### src/rtl/mips_pkg.sv
// mips_pkg
//   Shared definitions for the multi-cycle MIPS controller: FSM state encoding,
//   opcode/funct constants, instruction classes and the datapath select codes
//   (ALUCtrl, PCSel, RegDst, MemtoReg, ExtOp).
package mips_pkg;

  typedef enum logic [2:0] {
    S_FETCH  = 3'd0,
    S_DECODE = 3'd1,
    S_EXE    = 3'd2,
    S_MEM    = 3'd3,
    S_WB     = 3'd4
  } state_e;

  typedef enum logic [3:0] {
    C_ADDU    = 4'd0,
    C_SUBU    = 4'd1,
    C_JR      = 4'd2,
    C_ORI     = 4'd3,
    C_LUI     = 4'd4,
    C_LW      = 4'd5,
    C_SW      = 4'd6,
    C_BEQ     = 4'd7,
    C_J       = 4'd8,
    C_JAL     = 4'd9,
    C_ILLEGAL = 4'd10
  } iclass_e;

  localparam logic [5:0] OP_RTYPE = 6'h00;
  localparam logic [5:0] OP_J     = 6'h02;
  localparam logic [5:0] OP_JAL   = 6'h03;
  localparam logic [5:0] OP_BEQ   = 6'h04;
  localparam logic [5:0] OP_ORI   = 6'h0d;
  localparam logic [5:0] OP_LUI   = 6'h0f;
  localparam logic [5:0] OP_LW    = 6'h23;
  localparam logic [5:0] OP_SW    = 6'h2b;

  localparam logic [5:0] FN_JR    = 6'h08;
  localparam logic [5:0] FN_ADDU  = 6'h21;
  localparam logic [5:0] FN_SUBU  = 6'h23;

  localparam logic [3:0] ALU_ADD    = 4'd0;
  localparam logic [3:0] ALU_SUB    = 4'd1;
  localparam logic [3:0] ALU_OR     = 4'd2;
  localparam logic [3:0] ALU_PASS_B = 4'd3;

  localparam logic [1:0] PCSEL_PC4    = 2'd0;
  localparam logic [1:0] PCSEL_BRANCH = 2'd1;
  localparam logic [1:0] PCSEL_JUMP   = 2'd2;
  localparam logic [1:0] PCSEL_REG    = 2'd3;

  localparam logic [1:0] REGDST_RT = 2'd0;
  localparam logic [1:0] REGDST_RD = 2'd1;
  localparam logic [1:0] REGDST_RA = 2'd2;

  localparam logic [1:0] WD_ALU = 2'd0;
  localparam logic [1:0] WD_MDR = 2'd1;
  localparam logic [1:0] WD_PC4 = 2'd2;

  localparam logic [1:0] EXT_ZERO  = 2'd0;
  localparam logic [1:0] EXT_SIGN  = 2'd1;
  localparam logic [1:0] EXT_UPPER = 2'd2;

endpackage

### src/rtl/mc_decode.sv
// mc_decode
//   Pure combinational classifier: opcode/funct of the IR -> instruction class.
//   Anything outside the supported subset maps to C_ILLEGAL.
// Ports
//   i_opcode  in  6  Instr[31:26]
//   i_funct   in  6  Instr[5:0]
//   o_class   out 4  iclass_e code
module mc_decode (
  input  logic [5:0] i_opcode,
  input  logic [5:0] i_funct,
  output logic [3:0] o_class
);
  import mips_pkg::*;

  // Opcode first; R-type is further split on funct.
  always_comb begin
    o_class = C_ILLEGAL;
    case (i_opcode)
      OP_RTYPE: begin
        case (i_funct)
          FN_ADDU: o_class = C_ADDU;
          FN_SUBU: o_class = C_SUBU;
          FN_JR:   o_class = C_JR;
          default: o_class = C_ILLEGAL;
        endcase
      end
      OP_ORI:  o_class = C_ORI;
      OP_LUI:  o_class = C_LUI;
      OP_LW:   o_class = C_LW;
      OP_SW:   o_class = C_SW;
      OP_BEQ:  o_class = C_BEQ;
      OP_J:    o_class = C_J;
      OP_JAL:  o_class = C_JAL;
      default: o_class = C_ILLEGAL;
    endcase
  end

endmodule

### src/rtl/multicycle_controller.sv
// multicycle_controller
//   Sequencing FSM for the multi-cycle MIPS datapath. Steps each instruction
//   through FETCH/DECODE/EXE/MEM/WB and turns (state, Instr, Zero) into
//   datapath strobes and mux selects. A data-memory access that never sees
//   mem_ready is abandoned after WAIT_MAX cycles with a bus_err pulse.
// Ports
//   clk, reset (async, active-low)
//   Instr[31:0], Zero, mem_ready                      inputs from datapath/memory
//   PCWrite, PCSel[1:0], IRWrite, RegWrite, RegDst[1:0], MemtoReg[1:0],
//   ExtOp[1:0], ALUSrc, ALUCtrl[3:0], MemRead, MemWrite datapath controls
//   instr_done, illegal, bus_err                      one-cycle status pulses
module multicycle_controller #(
  parameter int WAIT_MAX = 16,
  parameter int CW       = 5
) (
  input  logic        clk,
  input  logic        reset,
  input  logic [31:0] Instr,
  input  logic        Zero,
  input  logic        mem_ready,
  output logic        PCWrite,
  output logic [1:0]  PCSel,
  output logic        IRWrite,
  output logic        RegWrite,
  output logic [1:0]  RegDst,
  output logic [1:0]  MemtoReg,
  output logic [1:0]  ExtOp,
  output logic        ALUSrc,
  output logic [3:0]  ALUCtrl,
  output logic        MemRead,
  output logic        MemWrite,
  output logic        instr_done,
  output logic        illegal,
  output logic        bus_err
);
  import mips_pkg::*;

  localparam logic [CW-1:0] LAST_WAIT = CW'(WAIT_MAX - 1);

  state_e        r_state;
  state_e        w_nextState;
  logic [CW-1:0] r_waitCnt;
  logic [CW-1:0] w_nextWait;
  logic [3:0]    w_classRaw;
  iclass_e       w_class;

  mc_decode u_decode (
    .i_opcode (Instr[31:26]),
    .i_funct  (Instr[5:0]),
    .o_class  (w_classRaw)
  );

  assign w_class = iclass_e'(w_classRaw);

  // State and MEM wait counter; reset drops straight back to FETCH.
  always_ff @(posedge clk or negedge reset) begin
    if (!reset) begin
      r_state   <= S_FETCH;
      r_waitCnt <= '0;
    end else begin
      r_state   <= w_nextState;
      r_waitCnt <= w_nextWait;
    end
  end

  // Next state and all outputs. The wait counter only survives while the FSM
  // stays in MEM, so every exit from MEM clears it implicitly.
  always_comb begin
    w_nextState = S_FETCH;
    w_nextWait  = '0;
    PCWrite     = 1'b0;
    PCSel       = PCSEL_PC4;
    IRWrite     = 1'b0;
    RegWrite    = 1'b0;
    RegDst      = REGDST_RT;
    MemtoReg    = WD_ALU;
    ExtOp       = EXT_ZERO;
    ALUSrc      = 1'b0;
    ALUCtrl     = ALU_ADD;
    MemRead     = 1'b0;
    MemWrite    = 1'b0;
    instr_done  = 1'b0;
    illegal     = 1'b0;
    bus_err     = 1'b0;

    case (r_state)
      S_FETCH: begin
        IRWrite     = 1'b1;
        PCWrite     = 1'b1;
        PCSel       = PCSEL_PC4;
        w_nextState = S_DECODE;
      end

      S_DECODE: begin
        case (w_class)
          C_J: begin
            PCWrite    = 1'b1;
            PCSel      = PCSEL_JUMP;
            instr_done = 1'b1;
          end
          C_JAL: begin
            PCWrite    = 1'b1;
            PCSel      = PCSEL_JUMP;
            RegWrite   = 1'b1;
            RegDst     = REGDST_RA;
            MemtoReg   = WD_PC4;
            instr_done = 1'b1;
          end
          C_JR: begin
            PCWrite    = 1'b1;
            PCSel      = PCSEL_REG;
            instr_done = 1'b1;
          end
          C_ILLEGAL: illegal = 1'b1;
          default:   w_nextState = S_EXE;
        endcase
      end

      S_EXE: begin
        case (w_class)
          C_ADDU: begin
            ALUCtrl     = ALU_ADD;
            w_nextState = S_WB;
          end
          C_SUBU: begin
            ALUCtrl     = ALU_SUB;
            w_nextState = S_WB;
          end
          C_ORI: begin
            ALUCtrl     = ALU_OR;
            ExtOp       = EXT_ZERO;
            ALUSrc      = 1'b1;
            w_nextState = S_WB;
          end
          C_LUI: begin
            ALUCtrl     = ALU_PASS_B;
            ExtOp       = EXT_UPPER;
            ALUSrc      = 1'b1;
            w_nextState = S_WB;
          end
          C_LW, C_SW: begin
            ALUCtrl     = ALU_ADD;
            ExtOp       = EXT_SIGN;
            ALUSrc      = 1'b1;
            w_nextState = S_MEM;
          end
          C_BEQ: begin
            ALUCtrl    = ALU_SUB;
            PCWrite    = Zero;
            PCSel      = PCSEL_BRANCH;
            instr_done = 1'b1;
          end
          default: w_nextState = S_FETCH;
        endcase
      end

      // mem_ready on the timeout cycle still counts as a normal completion.
      S_MEM: begin
        MemRead  = (w_class == C_LW);
        MemWrite = (w_class == C_SW);
        if (mem_ready) begin
          if (w_class == C_LW) begin
            w_nextState = S_WB;
          end else begin
            instr_done = 1'b1;
          end
        end else if (r_waitCnt == LAST_WAIT) begin
          bus_err = 1'b1;
        end else begin
          w_nextState = S_MEM;
          w_nextWait  = r_waitCnt + CW'(1);
        end
      end

      S_WB: begin
        RegWrite   = 1'b1;
        instr_done = 1'b1;
        if (w_class == C_ADDU || w_class == C_SUBU) begin
          RegDst = REGDST_RD;
        end
        if (w_class == C_LW) begin
          MemtoReg = WD_MDR;
        end
      end

      default: w_nextState = S_FETCH;
    endcase

    // Outputs are forced quiet for as long as reset is held, so an in-flight
    // memory request disappears the instant reset asserts.
    if (!reset) begin
      PCWrite    = 1'b0;
      PCSel      = PCSEL_PC4;
      IRWrite    = 1'b0;
      RegWrite   = 1'b0;
      RegDst     = REGDST_RT;
      MemtoReg   = WD_ALU;
      ExtOp      = EXT_ZERO;
      ALUSrc     = 1'b0;
      ALUCtrl    = ALU_ADD;
      MemRead    = 1'b0;
      MemWrite   = 1'b0;
      instr_done = 1'b0;
      illegal    = 1'b0;
      bus_err    = 1'b0;
    end
  end

endmodule

### config.mk
export PLATFORM = sky130hd
export DESIGN_NAME = multicycle_controller
export DESIGN_NICKNAME = d
export VERILOG_FILES = /design/src/rtl/mips_pkg.sv /design/src/rtl/mc_decode.sv /design/src/rtl/multicycle_controller.sv
export SDC_FILE = /design/constraint.sdc
export NUM_CORES = 1
export LEC_CHECK = 0
export CAP_MARGIN = 15
export CORE_ASPECT_RATIO = 1.75
export CORE_MARGIN = 8
export CORE_UTILIZATION = 40
export CTS_BUF_LIST = sky130_fd_sc_hd__clkbuf_8
export DETAILED_ROUTE_END_ITERATION = 6
export PLACE_DENSITY = 0.84
export SLEW_MARGIN = 0
export SYNTH_ARGS = -nofsm -noshare
export SYNTH_HDL_FRONTEND = slang
export SYNTH_SLANG_ARGS = --single-unit
### constraint.sdc
create_clock -name clk -period 4.14 [get_ports clk]
set_clock_uncertainty 0.1 [all_clocks]
set_input_delay 0.828 -clock clk [delete_from_list [all_inputs] [get_ports clk]]
set_output_delay 0.828 -clock clk [all_outputs]
set_load 0.02 [all_outputs]
== After elaboration in Yosys (flattened, before gate mapping) ==
Cells that the tools add are included.

* Reductions and logical operators: 11
* Add/subtract/negate cells: 1
* Mux-type cells: 56
* Equal/unequal tests: 25

{| class="wikitable"
|+ Operators by type and width
! cell !! number
|-
| $pmux 4 s8 || 1
|-
| $mux 1 || 28
|-
| $eq 6x6->1 const B || 4
|-
| $pmux 2 s2 || 5
|-
| $eq 6x4->1 const B || 3
|-
| $mux 2 || 9
|-
| $eq 4x3->1 const B || 4
|-
| $mux 5 || 3
|-
| $eq 4x4->1 const B || 3
|-
| $eq 6x2->1 const B || 2
|-
| $pmux 3 s4 || 1
|-
| $pmux 4 s3 || 1
|-
| $reduce_or 4->1 || 3
|-
| $eq 4x2->1 const B || 2
|-
| $eq 3x2->1 const B || 2
|-
| $eq 6x3->1 const B || 1
|-
| $logic_not 6->1 || 1
|-
| $mux 3 || 2
|-
| $pmux 2 s3 || 1
|-
| $pmux 3 s2 || 1
|-
| $reduce_or 2->1 || 3
|-
| $add 5x1->5 const B || 1
|-
| $eq 5x4->1 const B || 1
|-
| $eq 4x1->1 const B || 1
|-
| other kinds (10) || 10
|}

* Output and inout bits: 21
* Input bits: 36
* Logic and storage cells: 95
* Register bits: 8

== Depth between registers and ports, before layout ==
Gate-level depths: netlist of run 1.

* Word-level depth: 8
* Mapped depth: 6
* Depth with buffers taken out: 6

== By module ==
A second synthesis of run 1 with hierarchy kept.

* Cell total of the unflattened synthesis: 130
* Area, all modules: 1044.8 um2

{| class="wikitable"
|+ By module, submodules not included
! module !! area an instance (um2) !! instances !! seq. area each (um2) !! cells each
|-
| multicycle_controller || 798.3 || 1 || 200.2 || 94
|-
| mc_decode || 246.5 || 1 || 0.0 || 36
|}

== Worst setup path after synthesis of run 1 ==
Ideal clock, no wire load.

* Kind: input -> output
* Start: in Instr[26]
* End: out PCWrite
* Buffers on the path: 1
* Arrival time: 2.465 ns
* Stages on the path: 6
* Required time: 3.212 ns
* Setup slack: 0.747 ns
* Cells stage by stage: buf_2 -> nor4_4 -> nand2_1 -> or4_4 -> a31o_1 -> a21oi_1

* Word-level cells in the longest chain between the ends: 7
* Elaborated cells on any way between the ends: 18
* Classes of those cells: 11 x eq/ne; 5 x mux; 2 x reduce/logical

{| class="wikitable"
|+ Ends and longest elaborated chain
! item !! line !! source
|-
| start, declared || multicycle_controller.sv:18 || <nowiki>input logic [31:0] Instr,</nowiki>
|-
| $eq 6x2->1, or another cell as far along || mc_decode.sv:18 || <nowiki>case (i_opcode)</nowiki>
|-
| $pmux 4 s8 * || mc_decode.sv:18 ||
|-
| $eq 4x2->1 / $eq 4x4->1 (equally long branches) || multicycle_controller.sv:95 || <nowiki>case (w_class)</nowiki>
|-
| $reduce_or 3->1 (no line) || -- ||
|-
| $mux 1 || multicycle_controller.sv:95 ||
|-
| $pmux 1 s3 * || multicycle_controller.sv:86 || <nowiki>case (r_state)</nowiki>
|-
| $mux 1 * || multicycle_controller.sv:191 || <nowiki>if (!reset) begin</nowiki>
|-
| end, declared || multicycle_controller.sv:21 || <nowiki>output logic PCWrite,</nowiki>
|}

Every way passes the cells marked *; elsewhere a longest branch is shown, timed or not.

== Worst setup path after layout of run 1 ==
* Start: in Instr[26]
* End: out RegDst[1]

* Word-level cells in the longest chain between the ends: 6
* Elaborated cells on any way between the ends: 13
* Classes of those cells: 8 x eq/ne; 4 x mux; 1 x reduce/logical

{| class="wikitable"
|+ Ends and longest elaborated chain
! item !! line !! source
|-
| $eq 6x2->1, or another cell as far along || mc_decode.sv:18 ||
|-
| $pmux 4 s8 * || mc_decode.sv:18 ||
|-
| $eq 4x4->1 * || multicycle_controller.sv:95 ||
|-
| $mux 2 * || multicycle_controller.sv:95 ||
|-
| $pmux 2 s2 * || multicycle_controller.sv:86 ||
|-
| $mux 2 * || multicycle_controller.sv:191 ||
|-
| end, declared || multicycle_controller.sv:25 || <nowiki>output logic [1:0] RegDst,</nowiki>
|}

Marks and branches as above.

==> flow_summary.toml, run 1 <==
[worst_setup_path]
cp_max_fo = 9
timing.rr.end = "r_state[1]$_DFF_PN0_"
start_kind = "input pin"
critPathSlowestCell = "clkdlybuf4s50_1"
crit_type = "in2out"
slowest_delay_ns = 0.66
path_cells = "clkdlybuf4s50_1 > buf_4 > or3_1 > nor3_1 > a221oi_2 > nor3_1 > clkdlybuf4s50_1"
arrival_ns = 3.09
worst-path-buf-inv = 3
worstPathRequired_ns = 3.21
r2r_cells = 6
crit_path_end_kind = "output port"
r2r_slack_ns = 2.34
cp_top_family = "buffers and inverters"
r2r-start = "r_waitCnt[0]$_DFF_PN0_"

[timing]
drv_slew = 0
hold_violations = 0
worstMarginPinSlew_ns = 0.536
min_period_ns = 4.02
post-route-period-util_pct = 97.0
setup_viol = 0
maxSlewHeadroom_pct = 63.4
fin_ws_ns = 0.124
grt_setup_unrepaired = "no"
fmax_mhz = 249

[detailed_routing]
wl_microns = 3330
antenna_left = 0
drt-wirelength-per-cell_microns = 17.2
via_per_inst = 5.94
drtPass1Iterations = 4
route.detailed.drc = 0
drtIter0Drc = 51
vias = 1152

[die]
die_x_microns = 52.4
io_pins = 57
design.core.area_sq_um = 2240
dieArea_sq_um = 4180
rows = 23
start_util_pct = 41.3
die-height_microns = 79.7

[synthesis]
synthesis.area_sq_um = 927
syn_inst = 126
ys_ff_latch = 8
synth_cell_type_count = 51
yosys.area.top_type = "dfrtp_1"
avgSynthCellArea_sq_um = 7.36
yosys.area.top_type_share_pct = 21.6
ys_warn_count = 0
synthTopCellsByArea = "dfrtp_1, nor2_1, nand3_1"
synth_edf_count = 0
synth.most_common_cell = "nor2_1"
synth_ff_type = "dfrtp_1"
synth_commonest_cells = "nor2_1, nand3_1, dfrtp_1, nand2_1, nor3_1"
async_flop_share_pct = 100
yosysSeqAreaShare_pct = 21.6

[clocking]
cts_max_level = 1
postCtsSetupBuffers = 0
cts.sinks = 8
clkTransAtPathRegs_ns = 0.04
max-clock-path-buffers = 2
cts-root-buf = "clkbuf_8"
cts_buffers = 3
cts_tree = "yes"
insertion_delay_ns = 0.23

[global_route]
grt_pass1_wl_microns = 5400
first_global_vias = 1190
grt_max_degree = 17
grt_overflow = 0
antenna_found_initial = 0
grt_use_total_pct = 16.3

[worst_hold_path]
holdCritPathClass = "reg2reg"
whs_endpoint = "r_waitCnt[0]$_DFF_PN0_"
hold_start = "r_waitCnt[0]$_DFF_PN0_"
hold_path_depth = 1

[finish]
fill_cells = 218
nNetsFinal = 208
syn_to_final_growth_pct = 50.7
fin_cells = 194
drive_gt1_share_pct = 13.6
fin_area_sq_um = 1400
finish.utilization_pct = 62.3
antenna_cells = 0

[outcome]
status = "finished clean"

[placed_design]
io_buffers = 34
dp_hpwl_microns = 2740
detailed_place.area_sq_um = 1350
preCtsSetupSlack_ns = -0.118
gp_congestion = 0.869
placed_cells = 191

[pwr]
p_leak_nw = 0.610
power_density_nw_per_um2 = 264
report.power.total_w = 0.000369
vdd_drop_max_mv = 0.140

[run]
maxCapViolations = 0
-- timing repair --
item                                    in CTS  in global routing
hold buffers                                 0                  0
pin swaps                                    0                  0
resized for setup                            5                  3
endpoints found under the hold margin        0                  0
endpoints found under the setup margin       5                  3
-- final cells by class --
cell class | count | area, sq um | share of cell area, %
Sequential cell | 8 | 200 | 14.3
Tap cell | 25 | 31.3 | 2.24
Clock buffer | 3 | 41.3 | 2.95
Timing Repair Buffer | 48 | 444 | 31.8
Multi-Input combinational cell | 107 | 669 | 47.9
Inverter | 3 | 11.3 | 0.806
-- cells in the final DEF, fill, tap and decap left out, drive strengths merged, types with 8 or more instances in the layout --
cell type,Yosys,final
buf,6,14
dfrtp,8,8
nand3,11,11
nor3,8,8
nand2,8,8
nor2,15,15
clkdlybuf4s50,0,27
-- worst max-delay path by stage --
stage | startpoint | end | cells past startpoint
2_1_floorplan | Instr[26] | PCWrite | 6
3_3_place_gp | Instr[27] | PCWrite | 7
3_5_place_dp | Instr[27] | PCWrite | 7
4_1_cts | Instr[31] | PCSel[1] | 7
5_1_grt | Instr[26] | RegDst[1] | 7
6_report | Instr[26] | RegDst[1] | 7
-- cells by family after synthesis --
kind of cell / count (synthesis) / share of synthesized area [%]
buf+inv: 12 / 7.29
simple gates: 78 / 49.8
other cells: 1 / 0.404
fa+ha+maj: 1 / 1.35
compound gates: 24 / 17.7
xor+xnor: 2 / 1.89
flops: 8 / 21.6
-- stage by stage --
stage | TNS (ns) | hold slack, ns
finish | 0 | 0.368
global route | 0 | 0.409
CTS | 0 | 0.380
detailed placement | -0.356 | 0.377
global placement | -0.190 | 0.354
floorplan | 0 | 0.333
-- flip-flops by register name, indices dropped and copies added, names as in the netlist --
signal     count
r_state        3
r_waitCnt      5
-- worst register-to-register path, delay by kind of cell (launching register included) --
family | cells | cell delay (ns)
adder cells (fa/ha/maj) | 1 | 0.21
AO/OA/AOI/OAI | 3 | 0.69
flip-flops | 1 | 0.36
AND/OR/NAND/NOR | 2 | 0.31
-- layer usage --
layer	track usage (%)	share of wire, %
met5	0	0
met4	6.51	2.2
met3	3.54	6.0
met2	32.1	57
met1	14.8	35
-- power by group --
| group | total [W] | internal [W] | switching [W] |
|---|---|---|---|
| combinational | 0.000157 | 0.0000731 | 0.0000836 |
| clock | 0.0000956 | 0.0000631 | 0.0000325 |
| sequential | 0.000117 | 0.0000876 | 0.0000293 |
Note: power is estimated with default switching activity, not from simulation.
==> inputs of run 2 (changes only) <==
Settings changed: ABC_AREA from default to 0.
==> results of run 2 <==
Same layout as run 1: the final DEF is identical, and so are final timing and power.
